[src/rtl/key_sequence_capture.sv]
// key_sequence_capture
// Captures up to eight debounced push-button presses and compares them against
// a target sequence. The result is pass, mismatch or timeout.
//
// Parameters
//   DEBOUNCE_CYCLES  consecutive stable samples needed to accept a level change
//   TIMEOUT_CYCLES   maximum cycles allowed between accepted presses
// Ports
//   CLOCK_50   in   sole clock, rising edge
//   reset      in   synchronous active-high reset
//   KEY[3:0]   in   raw buttons, active-low, asynchronous
//   start      in   one-cycle pulse arming a capture (ignored while busy/done)
//   expected   in   target sequence, entry k at bits [2k+1:2k]
//   length     in   entries to capture (0 -> 1, >8 -> 8), sampled on start
//   busy       out  capture in progress
//   done       out  one-cycle pulse when a capture ends
//   pass       out  last capture matched completely
//   timeout    out  last capture ended by timeout
//   count      out  presses accepted in current/last capture
//   key_valid  out  one-cycle pulse per accepted press
//   last_key   out  index of the most recent accepted press
module key_sequence_capture #(
    parameter int DEBOUNCE_CYCLES = 1000000,
    parameter int TIMEOUT_CYCLES  = 150000000
) (
    input  logic        CLOCK_50,
    input  logic        reset,
    input  logic [3:0]  KEY,
    input  logic        start,
    input  logic [15:0] expected,
    input  logic [3:0]  length,
    output logic        busy,
    output logic        done,
    output logic        pass,
    output logic        timeout,
    output logic [3:0]  count,
    output logic        key_valid,
    output logic [1:0]  last_key
);

    localparam int DB_W = $clog2(DEBOUNCE_CYCLES + 1);
    localparam int TO_W = $clog2(TIMEOUT_CYCLES + 1);
    localparam logic [DB_W-1:0] DB_ZERO = DB_W'(0);
    localparam logic [DB_W-1:0] DB_ONE  = DB_W'(1);
    localparam logic [DB_W-1:0] DB_LAST = DB_W'(DEBOUNCE_CYCLES - 1);
    localparam logic [TO_W-1:0] TO_ZERO = TO_W'(0);
    localparam logic [TO_W-1:0] TO_ONE  = TO_W'(1);
    localparam logic [TO_W-1:0] TO_LAST = TO_W'(TIMEOUT_CYCLES - 1);

    typedef enum logic [1:0] {
        IDLE         = 2'd0,
        WAIT_PRESS   = 2'd1,
        WAIT_RELEASE = 2'd2,
        FINISH       = 2'd3
    } state_t;

    // Input conditioning
    logic [3:0]      sync1_r;
    logic [3:0]      sync2_r;
    logic [3:0]      level_s;
    logic [3:0]      stable_r;
    logic [3:0]      press_r;
    logic [DB_W-1:0] db_cnt_r [4];

    // Control and result registers
    state_t          state_r;
    state_t          state_nxt;
    logic [15:0]     exp_r,       exp_nxt;
    logic [3:0]      len_r,       len_nxt;
    logic [TO_W-1:0] tcnt_r,      tcnt_nxt;
    logic [3:0]      count_r,     count_nxt;
    logic            pass_r,      pass_nxt;
    logic            timeout_r,   timeout_nxt;
    logic            key_valid_r, key_valid_nxt;
    logic [1:0]      last_key_r,  last_key_nxt;
    logic            done_r,      done_nxt;
    logic            busy_r,      busy_nxt;

    // Decode helpers
    logic            press_any_s;
    logic            press_multi_s;
    logic [1:0]      low_idx_s;
    logic [1:0]      entry_s;
    logic            match_s;
    logic [3:0]      count_inc_s;
    logic            tmo_hit_s;
    logic [3:0]      len_clamp_s;

    // Two-flop synchronizer; reset value is the released (high) raw level
    always_ff @(posedge CLOCK_50) begin
        if (reset) begin
            sync1_r <= 4'hF;
            sync2_r <= 4'hF;
        end else begin
            sync1_r <= KEY;
            sync2_r <= sync1_r;
        end
    end

    assign level_s = ~sync2_r;

    // Per-key debouncer; press_r pulses in the cycle the stable level rises
    always_ff @(posedge CLOCK_50) begin
        if (reset) begin
            stable_r <= 4'h0;
            press_r  <= 4'h0;
            for (int k = 0; k < 4; k++) begin
                db_cnt_r[k] <= DB_ZERO;
            end
        end else begin
            for (int k = 0; k < 4; k++) begin
                if (level_s[k] == stable_r[k]) begin
                    // Agreement with the stable level breaks any pending run
                    db_cnt_r[k] <= DB_ZERO;
                    press_r[k]  <= 1'b0;
                end else if (db_cnt_r[k] == DB_LAST) begin
                    stable_r[k] <= level_s[k];
                    db_cnt_r[k] <= DB_ZERO;
                    press_r[k]  <= level_s[k];
                end else begin
                    db_cnt_r[k] <= db_cnt_r[k] + DB_ONE;
                    press_r[k]  <= 1'b0;
                end
            end
        end
    end

    // Lowest pressed index and comparison against the current sequence entry
    always_comb begin
        press_any_s   = (press_r != 4'h0);
        press_multi_s = ((press_r & (press_r - 4'd1)) != 4'h0);
        if (press_r[0]) begin
            low_idx_s = 2'd0;
        end else if (press_r[1]) begin
            low_idx_s = 2'd1;
        end else if (press_r[2]) begin
            low_idx_s = 2'd2;
        end else begin
            low_idx_s = 2'd3;
        end
        entry_s     = exp_r[{count_r[2:0], 1'b0} +: 2];
        match_s     = !press_multi_s && (low_idx_s == entry_s);
        count_inc_s = count_r + 4'd1;
        tmo_hit_s   = (tcnt_r == TO_LAST);
        if (length == 4'd0) begin
            len_clamp_s = 4'd1;
        end else if (length > 4'd8) begin
            len_clamp_s = 4'd8;
        end else begin
            len_clamp_s = length;
        end
    end

    // State and output register
    always_ff @(posedge CLOCK_50) begin
        if (reset) begin
            state_r     <= IDLE;
            exp_r       <= 16'h0000;
            len_r       <= 4'd0;
            tcnt_r      <= TO_ZERO;
            count_r     <= 4'd0;
            pass_r      <= 1'b0;
            timeout_r   <= 1'b0;
            key_valid_r <= 1'b0;
            last_key_r  <= 2'd0;
            done_r      <= 1'b0;
            busy_r      <= 1'b0;
        end else begin
            state_r     <= state_nxt;
            exp_r       <= exp_nxt;
            len_r       <= len_nxt;
            tcnt_r      <= tcnt_nxt;
            count_r     <= count_nxt;
            pass_r      <= pass_nxt;
            timeout_r   <= timeout_nxt;
            key_valid_r <= key_valid_nxt;
            last_key_r  <= last_key_nxt;
            done_r      <= done_nxt;
            busy_r      <= busy_nxt;
        end
    end

    // Next-state logic
    always_comb begin
        state_nxt = state_r;
        case (state_r)
            IDLE: begin
                if (start) begin
                    state_nxt = WAIT_PRESS;
                end else begin
                    state_nxt = IDLE;
                end
            end
            WAIT_PRESS: begin
                if (press_any_s) begin
                    if (!match_s || (count_inc_s == len_r)) begin
                        state_nxt = FINISH;
                    end else begin
                        state_nxt = WAIT_RELEASE;
                    end
                end else if (tmo_hit_s) begin
                    state_nxt = FINISH;
                end else begin
                    state_nxt = WAIT_PRESS;
                end
            end
            WAIT_RELEASE: begin
                if (tmo_hit_s) begin
                    state_nxt = FINISH;
                end else if (stable_r == 4'h0) begin
                    state_nxt = WAIT_PRESS;
                end else begin
                    state_nxt = WAIT_RELEASE;
                end
            end
            FINISH: begin
                state_nxt = IDLE;
            end
            default: begin
                state_nxt = IDLE;
            end
        endcase
    end

    // Datapath and output next values; done/busy follow the next state so
    // they line up with the state register
    always_comb begin
        exp_nxt       = exp_r;
        len_nxt       = len_r;
        tcnt_nxt      = tcnt_r;
        count_nxt     = count_r;
        pass_nxt      = pass_r;
        timeout_nxt   = timeout_r;
        key_valid_nxt = 1'b0;
        last_key_nxt  = last_key_r;
        done_nxt      = (state_nxt == FINISH);
        busy_nxt      = (state_nxt == WAIT_PRESS) || (state_nxt == WAIT_RELEASE);
        case (state_r)
            IDLE: begin
                if (start) begin
                    exp_nxt     = expected;
                    len_nxt     = len_clamp_s;
                    tcnt_nxt    = TO_ZERO;
                    count_nxt   = 4'd0;
                    pass_nxt    = 1'b0;
                    timeout_nxt = 1'b0;
                end else begin
                    exp_nxt = exp_r;
                end
            end
            WAIT_PRESS: begin
                if (press_any_s) begin
                    key_valid_nxt = 1'b1;
                    last_key_nxt  = low_idx_s;
                    count_nxt     = count_inc_s;
                    tcnt_nxt      = TO_ZERO;
                    pass_nxt      = match_s && (count_inc_s == len_r);
                end else if (tmo_hit_s) begin
                    timeout_nxt = 1'b1;
                end else begin
                    tcnt_nxt = tcnt_r + TO_ONE;
                end
            end
            WAIT_RELEASE: begin
                if (tmo_hit_s) begin
                    timeout_nxt = 1'b1;
                end else begin
                    tcnt_nxt = tcnt_r + TO_ONE;
                end
            end
            FINISH: begin
                tcnt_nxt = tcnt_r;
            end
            default: begin
                tcnt_nxt = TO_ZERO;
            end
        endcase
    end

    assign busy      = busy_r;
    assign done      = done_r;
    assign pass      = pass_r;
    assign timeout   = timeout_r;
    assign count     = count_r;
    assign key_valid = key_valid_r;
    assign last_key  = last_key_r;

endmodule

[config.mk]
export PLATFORM = sky130hd
export DESIGN_NAME = key_sequence_capture
export DESIGN_NICKNAME = d
export VERILOG_FILES = /design/src/rtl/key_sequence_capture.sv
export SDC_FILE = /design/constraint.sdc
export NUM_CORES = 1
export LEC_CHECK = 0
export ABC_AREA = 1
export BUFFER_PORTS_ARGS = -buffer_cell sky130_fd_sc_hd__buf_2
export CORE_MARGIN = 2
export CORE_UTILIZATION = 55
export DETAILED_ROUTE_END_ITERATION = 6
export PLACE_DENSITY = 0.72
export SYNTH_ARGS = -nofsm -noshare
export SYNTH_HDL_FRONTEND = slang
export SYNTH_SLANG_ARGS = --single-unit
export TNS_END_PERCENT = 30
[constraint.sdc]
create_clock -name CLOCK_50 -period 1.8 [get_ports CLOCK_50]
set_clock_uncertainty 0.05 [all_clocks]
set_input_delay 0.27 -clock CLOCK_50 [delete_from_list [all_inputs] [get_ports CLOCK_50]]
set_output_delay 0.27 -clock CLOCK_50 [all_outputs]
set_load 0.01 [all_outputs]
==> results.md <==
* Post-synth top area share at 28.6%
* Hpwl dp at 13.5 mm
* Initial antenna violation count at 0
* Sw Share at 24.1%
* Arrival time worst endpoint at 2.17 ns
* Max IR drop VDD at 0.612 mV
* CTS Buffer Depth at 2
* Vias in the first global route at 7,149
* Largest cells by area after synthesis: edfxtp_1, dfxtp_1, nand2_1
* Seq/Total Area, Yosys at 46.9%
* Status: complete, but fails checks
* Post-synth EDFFs at 80
* Final worst-path cycle share at 105%
* Die ar. at 16,300 sq um
* Final Net Count at 1,386
* Diode count at 0
* Final Setup Violations at 53
* Die height at 128 um
* DR iter-0 viols at 458
* Mapped cell area at 8400 sq um
* Routed Antenna Nets at 0
* Clock slew at reported path FFs at 0.06 ns
* Placement Setup Slack at -0.122 ns
* FF+latch area at 3960 sq um
* LEAKAGE at 4.94 nW
* Via/cell ratio at 5.09
* CTS tree: done
* Distinct cell type count after synthesis at 48
* Filler Cell Count at 1,059
* Gate Count Post-Synth at 1,058
* Worst-path fanout max at 4
* Post-Syn Area per Cell at 7.94 sq um
* Top-level I/O count at 38
* Internal power at 6.33 mW
* Layout area overhead at 38.3%
* GR Overflow Total at 0
* Clock root cell: clkbuf_16
* Primary FF master, synth: edfxtp_1
* Vias at 7,871
* Final WS setup at -0.0974 ns
* Worst Path Required at 2.07 ns
* Max_cap viols at 0
* Area leader, netlist: edfxtp_1
* Failing checks: negative setup slack
* Avg WL per Cell at 13.3 um
* Psw at 2.00 mW
* Row count at 45
* Crit path kind: reg -> reg
* Min cycle time layout at 1.90 ns
* Core Region at 15,100 sq um
* Gr usage total at 23.1%
* RSZ-0062 raised after global routing: true
* Fraction of layout cells with a size suffix above 1 at 31.7%
* CTS Sinks at 157
* Comb pwr share at 9.7%
* Power per Cell Area at 717 nW/um^2
* Die width at 128 um
* Clock latency on the worst-skew pair at 0.43 ns
* Starting Density at 55.7%
* Total CTS buffers at 17
* Worst Setup Start Kind: register
* Flop pwr share at 47.8%
* Seq cells post-synth at 157
* FMAX at 527 MHz
* Remaining DRCs at 0
* Iteration count of the initial detailed-routing pass at 5
* IO Port Bufs at 37
* Async SR Flop Fraction at 0%
* Clock power share at 42.4%
* GPL Wtd Cong at 0.869
* Worst Hold Class: in -> reg
* H-tree Lvls at 4
* Post-Route WL at 20.5 mm
* Total of warnings raised by yosys at 0
* Pins Over Slew Limit at 0
* Area of the multi-input gates at 4680 sq um
* Power, Total at 8.33 mW
* First-pass GRT wire length at 30.7 mm
* Largest net degree at the start of global routing at 23
* Hold Violations, Final at 0
* CP endpoint kind: register
* WHS at 0.0589 ns
final cells by class:
type | instances | area share (%)
inverter | 156 | 5.14
multi-input combinational | 805 | 40.3
timing repair buffer | 209 | 13.6
sequential | 157 | 34.1
clock buffer | 19 | 3.91
tap | 188 | 2.02
clock inverter | 13 | 1.04
worst paths after layout:
path,startpoint,endpoint,slack (ns),cells past startpoint
hold / removal,expected[8],exp_r[8],0.06,3
hold reg to reg,sync1_r[1],sync2_r[1],0.36,1
setup / recovery,tcnt_r[6],tcnt_r[24],-0.1,12
setup reg to reg,tcnt_r[6],tcnt_r[24],-0.1,12
cell families after synthesis:
group                      after synthesis  share of synthesized area (%)
AOI/OAI and AO/OA                      147                           9.19
xor gates and xnor gates                25                           2.61
adders and majority gates               13                           1.94
buffers and inverters                  175                           8.02
DFF                                    157                           46.9
other                                    1                         0.0446
and+or+nand+nor                        540                           31.3
metal layers:
| layer | vias to the layer above | track usage, % | share of wire [%] |
|---|---|---|---|
| met5 | - | 0 | 0 |
| met4 | 0 | 8.34 | 1.6 |
| met3 | 28 | 3.60 | 2.9 |
| met2 | 135 | 41.1 | 52 |
| met1 | 3694 | 28.4 | 44 |
| li1 | 4014 | - | - |
cell usage in the layout, fill, tap and decap left out, types with 8 or more instances in the layout:
cell       instances
nor2_2            18
o21ai_1            8
nor3_1            43
buf_2             37
buf_4            152
nor3_2            13
nand2_2           29
nand3_1           36
inv_2             20
nand2_4            8
nor2_4            20
inv_1            132
dfxtp_2            8
edfxtp_1          80
a21oi_2            8
nor3b_1            8
clkbuf_16         19
nand3_2           15
nor2_1           114
or2_2             17
dfxtp_1           68
buf_6             13
nand2_1          149
nand4_1           31
o21ai_0           43
conb_1            80
a21oi_1           76
xor2_1            19
worst max-delay path, stage by stage, from the launching register on:
cell and delay [ns]:
dfxtp_1 0.43, inv_2 0.07, nor3_2 0.30, nand2_4 0.09, nor2_4 0.15, nand2_4 0.09
nor2_4 0.15, buf_6 0.11, nand2_2 0.05, nor2_2 0.10, nand4_1 0.07, nand2_1 0.07
nor2_1 0.04
what timing repair did:
| action | CTS | global route |
|---|---|---|
| setup buffers | 6 | 27 |
| cloned | 0 | 1 |
| hold endpoints to repair | 4 | 0 |
| pin swaps | 8 | 59 |
| endpoints found under the setup margin | 65 | 117 |
| hold buffers | 4 | 0 |
| resized for setup | 39 | 133 |
flip-flops by register name (all words and copies together) (netlist names), 2 cells and up:
name	count
db_cnt_r	80
tcnt_r	28
exp_r	16
count	4
len_r	4
press_r	4
stable_r	4
sync1_r	4
sync2_r	4
last_key	2
state_r	2
synth_stat cells, types with 14 or more instances:
master / number
xor2_1: 19
nand4_1: 31
nor2_1: 133
nor2_2: 14
inv_1: 142
o21ai_0: 48
a21oi_1: 83
nand3_1: 53
inv_2: 14
nor3_1: 54
or2_2: 18
edfxtp_1: 80
dfxtp_1: 77
nand2_1: 177
metrics by stage:
step,cells,setup TNS [ns],area (sq um),utilization [%]
6_report,1547,-2.17,11600,77.0
5_1_grt,1547,-9.84,11600,77.0
4_1_cts,1519,-0.365,10900,72.3
3_5_place_dp,1477,-2.84,10100,66.8
3_3_place_gp,1477,-1.60,10100,66.8
2_1_floorplan,1137,0,8720,-
power by group through the flow:
stage               sequential [mW]  combinational [mW]  clock, mW
floorplan                      4.04               0.410          0
global placement               4.04               0.662          0
detailed placement             4.05               0.673          0
CTS                            3.98               0.705       3.57
global route                   4.00               0.899       3.70
finish                         3.98               0.810       3.54
No activity file was read; power rests on OpenSTA's default activity.
